<file path="src/rtl/rtype_exec_seq.sv">
// Sequencer that executes one MIPS R-type ALU instruction against an external
// register file: accept, read operands, compute, write back, then pulse done.
module rtype_exec_seq #(
  parameter int DATA_W = 32,
  parameter int ADDR_W = 5
) (
  input  logic              CLK,
  input  logic              reset,
  input  logic              instr_valid,
  output logic              instr_ready,
  input  logic [31:0]       instr,
  output logic [ADDR_W-1:0] ReadReg1,
  output logic [ADDR_W-1:0] ReadReg2,
  output logic [ADDR_W-1:0] WriteReg,
  output logic [DATA_W-1:0] write_data,
  output logic              RegWrite,
  input  logic [DATA_W-1:0] read_data1,
  input  logic [DATA_W-1:0] read_data2,
  output logic [DATA_W-1:0] result,
  output logic              done,
  output logic              illegal
);

  typedef enum logic [1:0] {IDLE, READ, EXEC, WRITE} state_t;

  localparam logic [5:0] FN_ADD = 6'h20;
  localparam logic [5:0] FN_SUB = 6'h22;
  localparam logic [5:0] FN_AND = 6'h24;
  localparam logic [5:0] FN_OR  = 6'h25;
  localparam logic [5:0] FN_NOR = 6'h27;
  localparam logic [5:0] FN_SLT = 6'h2A;

  state_t              state, next_state;
  logic [ADDR_W-1:0]   rd_q;
  logic [5:0]          funct_q;
  logic                funct_ok, legal, accept;
  logic [DATA_W-1:0]   alu_out;
  logic                unused_shamt;

  // The shift-amount field has no meaning for the supported ALU ops.
  assign unused_shamt = ^instr[10:6];

  assign funct_ok = (instr[5:0] == FN_ADD) || (instr[5:0] == FN_SUB) ||
                    (instr[5:0] == FN_AND) || (instr[5:0] == FN_OR)  ||
                    (instr[5:0] == FN_NOR) || (instr[5:0] == FN_SLT);
  assign legal    = (instr[31:26] == 6'd0) && funct_ok;
  assign accept   = (state == IDLE) && instr_ready && instr_valid;

  // NOTE: always_comb assigns every output a default first so no path can
  // leave a variable unassigned and infer a latch.
  always_comb begin
    next_state = state;
    case (state)
      IDLE:    if (accept && legal) next_state = READ;
      READ:    next_state = EXEC;
      EXEC:    next_state = WRITE;
      WRITE:   next_state = IDLE;
      default: next_state = IDLE;
    endcase
  end

  always_comb begin
    alu_out = '0;
    case (funct_q)
      FN_ADD:  alu_out = read_data1 + read_data2;
      FN_SUB:  alu_out = read_data1 - read_data2;
      FN_AND:  alu_out = read_data1 & read_data2;
      FN_OR:   alu_out = read_data1 | read_data2;
      FN_NOR:  alu_out = ~(read_data1 | read_data2);
      FN_SLT:  alu_out = {{(DATA_W-1){1'b0}}, ($signed(read_data1) < $signed(read_data2))};
      default: alu_out = '0;
    endcase
  end

  // NOTE: sequential state uses non-blocking assignments so every register
  // samples pre-edge values regardless of statement order.
  always_ff @(posedge CLK) begin
    if (reset) state <= IDLE;
    else       state <= next_state;
  end

  always_ff @(posedge CLK) begin
    if (reset) begin
      instr_ready <= 1'b0;
      ReadReg1    <= '0;
      ReadReg2    <= '0;
      WriteReg    <= '0;
      write_data  <= '0;
      RegWrite    <= 1'b0;
      result      <= '0;
      done        <= 1'b0;
      illegal     <= 1'b0;
      rd_q        <= '0;
      funct_q     <= '0;
    end else begin
      instr_ready <= (next_state == IDLE);
      done        <= 1'b0;
      illegal     <= 1'b0;
      RegWrite    <= 1'b0;
      case (state)
        IDLE: begin
          if (accept) begin
            if (legal) begin
              ReadReg1 <= ADDR_W'(instr[25:21]);
              ReadReg2 <= ADDR_W'(instr[20:16]);
              rd_q     <= ADDR_W'(instr[15:11]);
              funct_q  <= instr[5:0];
            end else begin
              illegal  <= 1'b1;
            end
          end
        end
        EXEC: begin
          result     <= alu_out;
          write_data <= alu_out;
          ReadReg1   <= '0;
          ReadReg2   <= '0;
          WriteReg   <= rd_q;
          // r0 is hardwired to zero, so its write cycle runs with the enable low.
          RegWrite   <= (rd_q != '0);
        end
        WRITE: begin
          WriteReg <= '0;
          done     <= 1'b1;
        end
        default: ;
      endcase
    end
  end

endmodule

</file>
<file path="config.mk">
export PLATFORM = sky130hd
export DESIGN_NAME = rtype_exec_seq
export DESIGN_NICKNAME = d
export VERILOG_FILES = /design/src/rtl/rtype_exec_seq.sv
export SDC_FILE = /design/constraint.sdc
export NUM_CORES = 1
export LEC_CHECK = 0
export ABC_AREA = 1
export BUFFER_PORTS_ARGS = -buffer_cell sky130_fd_sc_hd__buf_2
export CORE_MARGIN = 10
export CORE_UTILIZATION = 60
export DETAILED_ROUTE_END_ITERATION = 12
export GPL_TIMING_DRIVEN = 1
export PLACE_DENSITY_LB_ADDON = 0.08
export SETUP_SLACK_MARGIN = 0.15
export SLEW_MARGIN = 20
export SYNTH_ARGS = -nofsm -noshare
export SYNTH_HDL_FRONTEND = slang
export SYNTH_SLANG_ARGS = --single-unit
export TNS_END_PERCENT = 5
</file>
<file path="constraint.sdc">
create_clock -name CLK -period 4.9 [get_ports CLK]
set_clock_uncertainty 0.05 [all_clocks]
set_input_delay 0.245 -clock CLK [delete_from_list [all_inputs] [get_ports CLK]]
set_output_delay 0.245 -clock CLK [all_outputs]
set_load 0.01 [all_outputs]
</file>
======== Yosys cells after proc, flatten, opt, wreduce, memory -nomap -nowiden ========
Cells that the tools add are included.
storage, ports and cells
  flip-flop bits (word level) ............. 64
  latch bits .............................. 0
  RAM bits ................................ 0
  ROM bits ................................ 0
  input bits .............................. 99
  output and inout port bits .............. 83
  logic and storage cells ................. 68
  memories ................................ 0
cells by class
  add/sub/neg operators ................... 2
  multiply operators ...................... 0
  divide/modulo/power cells ............... 0
  order comparisons ....................... 1
  eq/ne operators ......................... 17
  shifts and indexed selects .............. 0
  muxes and demuxes ....................... 12
  bitwise logic cells ..................... 6
  reduce and logical (&&, ||, !) cells .... 19
operator list
  kind                                                              count
  32-bit case mux with 6 select lines                               1
  6-bit == test (second input constant)                             12
  32-bit adder                                                      1
  32-bit bitwise AND                                                1
  32-bit less-than comparator                                       1
  32-bit inverter                                                   1
  32-bit bitwise OR                                                 1
  32-bit subtractor                                                 1
  5-bit case mux with 2 select lines                                3
  5-bit two-way mux                                                 4
  2-bit case mux with 4 select lines                                1
  6-bit zero test                                                   1
  3-bit AND reduction                                               2
  1-bit logical OR                                                  5
  5-bit nonzero test                                                1
  2-bit == test (second input constant)                             2
  1-bit logical AND                                                 4
  2-bit zero test                                                   2
  2-bit != test (second input constant)                             2
  2-bit nonzero test                                                2
  1-bit inverter                                                    3
  3-bit OR reduction                                                1
  2-bit by 1-bit == test with 1-bit output (second input constant)  1
  1-bit two-way mux                                                 2
  2 further kinds                                                   2

======== Logic depth before layout (Yosys ltp) ========
  depth after elaboration ................. 11
  gate-level depth with buffers ........... 19
  mapped depth without buffers ............ 18

======== Worst setup path before layout ========
Ideal clock, no wire load.
  path kind ............................... input-to-reg
  start point ............................. input read_data1[0]
  end point ............................... register result[0]
  setup time .............................. 131 ps
  arrival time ............................ 1749 ps
  required time ........................... 4719 ps
  path slack .............................. 2971 ps
  stages on the path ...................... 17
  buffers on the path ..................... 0
  path through ............................ inv_1 -> ha_1 -> fa_1 -> inv_1 -> nand2_1 -> nand3_1 -> nand2_1 -> nand2_1 -> nand2_1 -> nand2_1 -> nand2_1 -> nand2_1 -> nand2_1 -> nand3_1 -> nand2_1 -> nand2_1 -> a21oi_2
on the way
  longest elaborated chain between the ends .. 3
  elaborated cells on any way between the ends .. 7
  classes of those cells .................. add/sub (2); order compare (1); mux (1); bitwise (3)
RTL lines
  what                                                       RTL line  source
  start: declaration                                         17        input logic [DATA_W-1:0] read_data1,
  branches (longest 2 deep; another with 32-bit subtractor)  --
  32-bit case mux with 6 select lines *                      64        case (funct_q)
  end signal: assignment                                     114       result <= alu_out;
  end: declaration                                           19        output logic [DATA_W-1:0] result,
Mark *: on every way between the ends.
A chain may end at the register's enable or synchronous reset.

======== Worst setup path in the final report ========
  start point ............................. input read_data2[10]
  end point ............................... register result[30]
on the way
  longest elaborated chain between the ends .. 2
  elaborated cells on any way between the ends .. 3
  classes of those cells .................. add/sub (2); mux (1)
RTL lines
  what                                               RTL line  source
  start: declaration                                 18        input logic [DATA_W-1:0] read_data2,
  32-bit subtractor or 32-bit adder (tied branches)  66, 65
  32-bit case mux with 6 select lines *              64
Every way passes the cells marked *; elsewhere a longest branch is shown, timed or not.

==> results.yml <==
floorplan:
  die_height_um: 141
  ios: 182
  start_util_pct: 60.9
  die_area_sq_mm: 0.0199
  rows: 44
  die_w_um: 141
  core_area_sq_mm: 0.0145
clock_tree:
  cts-root-buf: "clkbuf_16"
  postCtsSetupBuffers: 0
  clkTransAtPathRegs_ns: 0.05
  cts_tree: "built"
  htree_levels: 3
  clk_latency_ns: 0.34
  hold_buffers: 0
  cts_buffers: 9
  cts_sinks: 64
  clock_path_buffers: 2
  cts_resized: 0
synth:
  synth_top_family_by_area: "simple AND/OR/NAND/NOR gates"
  synth_area_leaders: "nand2_1, dfxtp_1, ha_1"
  avgSynthCellArea_sq_um: 5.53
  yosys-mux-area-fraction_pct: 0
  synth_area_leader_cell: "nand2_1"
  synth-warning-count: 0
  ys_async_sr_fraction_pct: 0
  synthCells: 1594
  synth-edff-count: 0
  synth.most_common_cell: "nand2_1"
  ys_seq_area_share_pct: 14.5
  synth_compound_area_share_pct: 13.8
  syn_nets: 1795
  synth-simple-area-share_pct: 37.9
  synthAdderAreaFrac_pct: 14.6
  synth.distinct_cells: 41
  synth_xor_area_share_pct: 0.397
  synthFlopType: "dfxtp_1"
  synth_common_cells: "nand2_1, inv_1, nand3_1"
  synth.top_cell.area_share_pct: 21.5
  syn_area_sq_mm: 0.00882
  synth-seq-cells: 64
drt:
  wl_um: 30700
  vias: 10436
  wl_met2_um: 14100
  wl_per_cell_um: 16.2
  ant_nets: 0
  top_layer_used: "met4"
  drt_iter0_drc: 984
  via_per_inst: 5.51
  wl_met1_um: 12200
  drc: 0
  drtPass1Iterations: 5
  met3_length_um: 2810
run_status:
  status: "completed"
timing:
  max_freq_ghz: 0.409
  rsz0062_at_grt: "false"
  timing.final.setup_violations: 0
  post-route-min-period_ns: 2.45
  final.period_utilization_pct: 49.9
  final_max_slew_viol_count: 0
  setup_ws_ns: 2.45
  tns_ns: 0
  hold_ws_ns: 0.0883
  hold_viol: 0
  worstMarginPinSlew_ns: 0.984
  slew_headroom_pct: 34.4
critical_path:
  crit_type: "in -> reg"
  path_cells: "buf_2, inv_1, ha_1, nand2_2, nor2_1, and2_1, nand2_1, nand2_1, nand2_1, nand2_1, nand2_1, nand3_1, nand3_1, nand2_1, a21oi_1"
  r2r_cells: 9
  cp.required_ns: 5.02
  slowest_delay_ns: 0.46
  path_common_cell: "nand2_1"
  cp-end-kind: "flip-flop"
  worstPathMaxFanout: 9
  critPathArrivalTime_ns: 2.57
  crit_path_start_kind: "input port"
  crit_slowest_cell: "ha_1"
cells_and_area:
  fill_cells: 1410
  drive_above_1_share_pct: 12.8
  syn2layout_area_growth_pct: 11.1
  nets: 1906
  diodes: 0
power_and_ir_drop:
  leakage_nw: 5.77
  peakVddDrop_mv: 0.269
  power.density_mw_per_mm2: 184
global_routing:
  grt_pass1_wl_um: 48800
  antenna_found_initial: 0
  grt_pass1_vias: 9933
  grt-ovfl-total: 0
  grtUsageTotal_pct: 29.6
  grt_max_degree: 54
placed_design:
  hpwl_um: 24500
  io_buffers: 176
  place_ws_ns: 2.19
  place_congestion: 0.984
flow_run:
  maxCapViolations: 0
min_path:
  hold_path_class: "in -> reg"
  min_delay_path_depth: 3
-- critical path, delay by kind of cell --
family	cells	cell delay, ns
AND/OR/NAND/NOR	11	1.64
buffers and inverters	2	0.14
adder cells (fa/ha/maj)	1	0.46
AO/OA/AOI/OAI	1	0.06
-- metrics by stage --
stage	util, %	total power, W	instance area (sq um)	cells
floorplan	-	0.000972	8820	1594
finish	67.7	0.00180	9800	1894
CTS	67.7	0.00179	9800	1894
global placement	65.6	0.00114	9500	1878
detailed placement	65.6	0.00115	9500	1878
global route	67.7	0.00190	9800	1894
-- power by group --
part / total, W / internal (W) / switching, W
clock network: 0.000639 / 0.000419 / 0.000219
registers: 0.000522 / 0.000522 / 0.000000381
logic: 0.000640 / 0.000199 / 0.000442
-- cell type report --
class / instances / area [sq um] / share of cell area (%)
timing repair buffer: 182 / 926 / 9.45
multi-input combinational: 1137 / 5890 / 60.1
inverter: 311 / 1170 / 11.9
clock buffer: 13 / 260 / 2.66
sequential: 64 / 1280 / 13.1
clock inverter: 3 / 40.0 / 0.409
tap: 184 / 230 / 2.35
-- layout by cell type (no fill, tap or decap), drive strengths merged, types with 25 or more instances in the layout --
master,netlist,routed
buf,64,182
ha,100,100
o21ai,36,36
inv,310,310
dfxtp,64,64
nand3,145,145
nor2,122,122
o22ai,25,25
a21oi,137,137
nand2,508,508
-- state kept, by name (all words and copies together), names as in the netlist --
signal / flops
result: 32
funct_q: 6
ReadReg1: 5
ReadReg2: 5
WriteReg: 5
rd_q: 5
state: 2
RegWrite: 1
done: 1
illegal: 1
instr_ready: 1
-- logic make-up after synthesis --
kind of cell               after synthesis
AOI/OAI and AO/OA                      221
xor gates and xnor gates                 4
and+or+nand+nor                        810
buffers and inverters                  393
DFF                                     64
adders and majority gates              102
-- per-layer routing --
metal	GRT usage, %	up-vias
met5	0	-
met3	5.37	99
met2	48.9	491
met4	15.6	0
li1	-	5153
met1	35.8	4693
-- worst paths after layout --
path	from	end	slack [ns]
max reg2reg	funct_q[5]$_SDFFE_PP0P_	result[7]$_SDFFE_PP0P_	2.65
min	instr[12]	rd_q[1]$_SDFFE_PP0P_	0.09
min reg2reg	WriteReg[2]$_SDFFE_PP0P_	WriteReg[2]$_SDFFE_PP0P_	0.42
max	read_data2[10]	result[30]$_SDFFE_PP0P_	2.45
No activity file was read; power rests on OpenSTA's default activity.
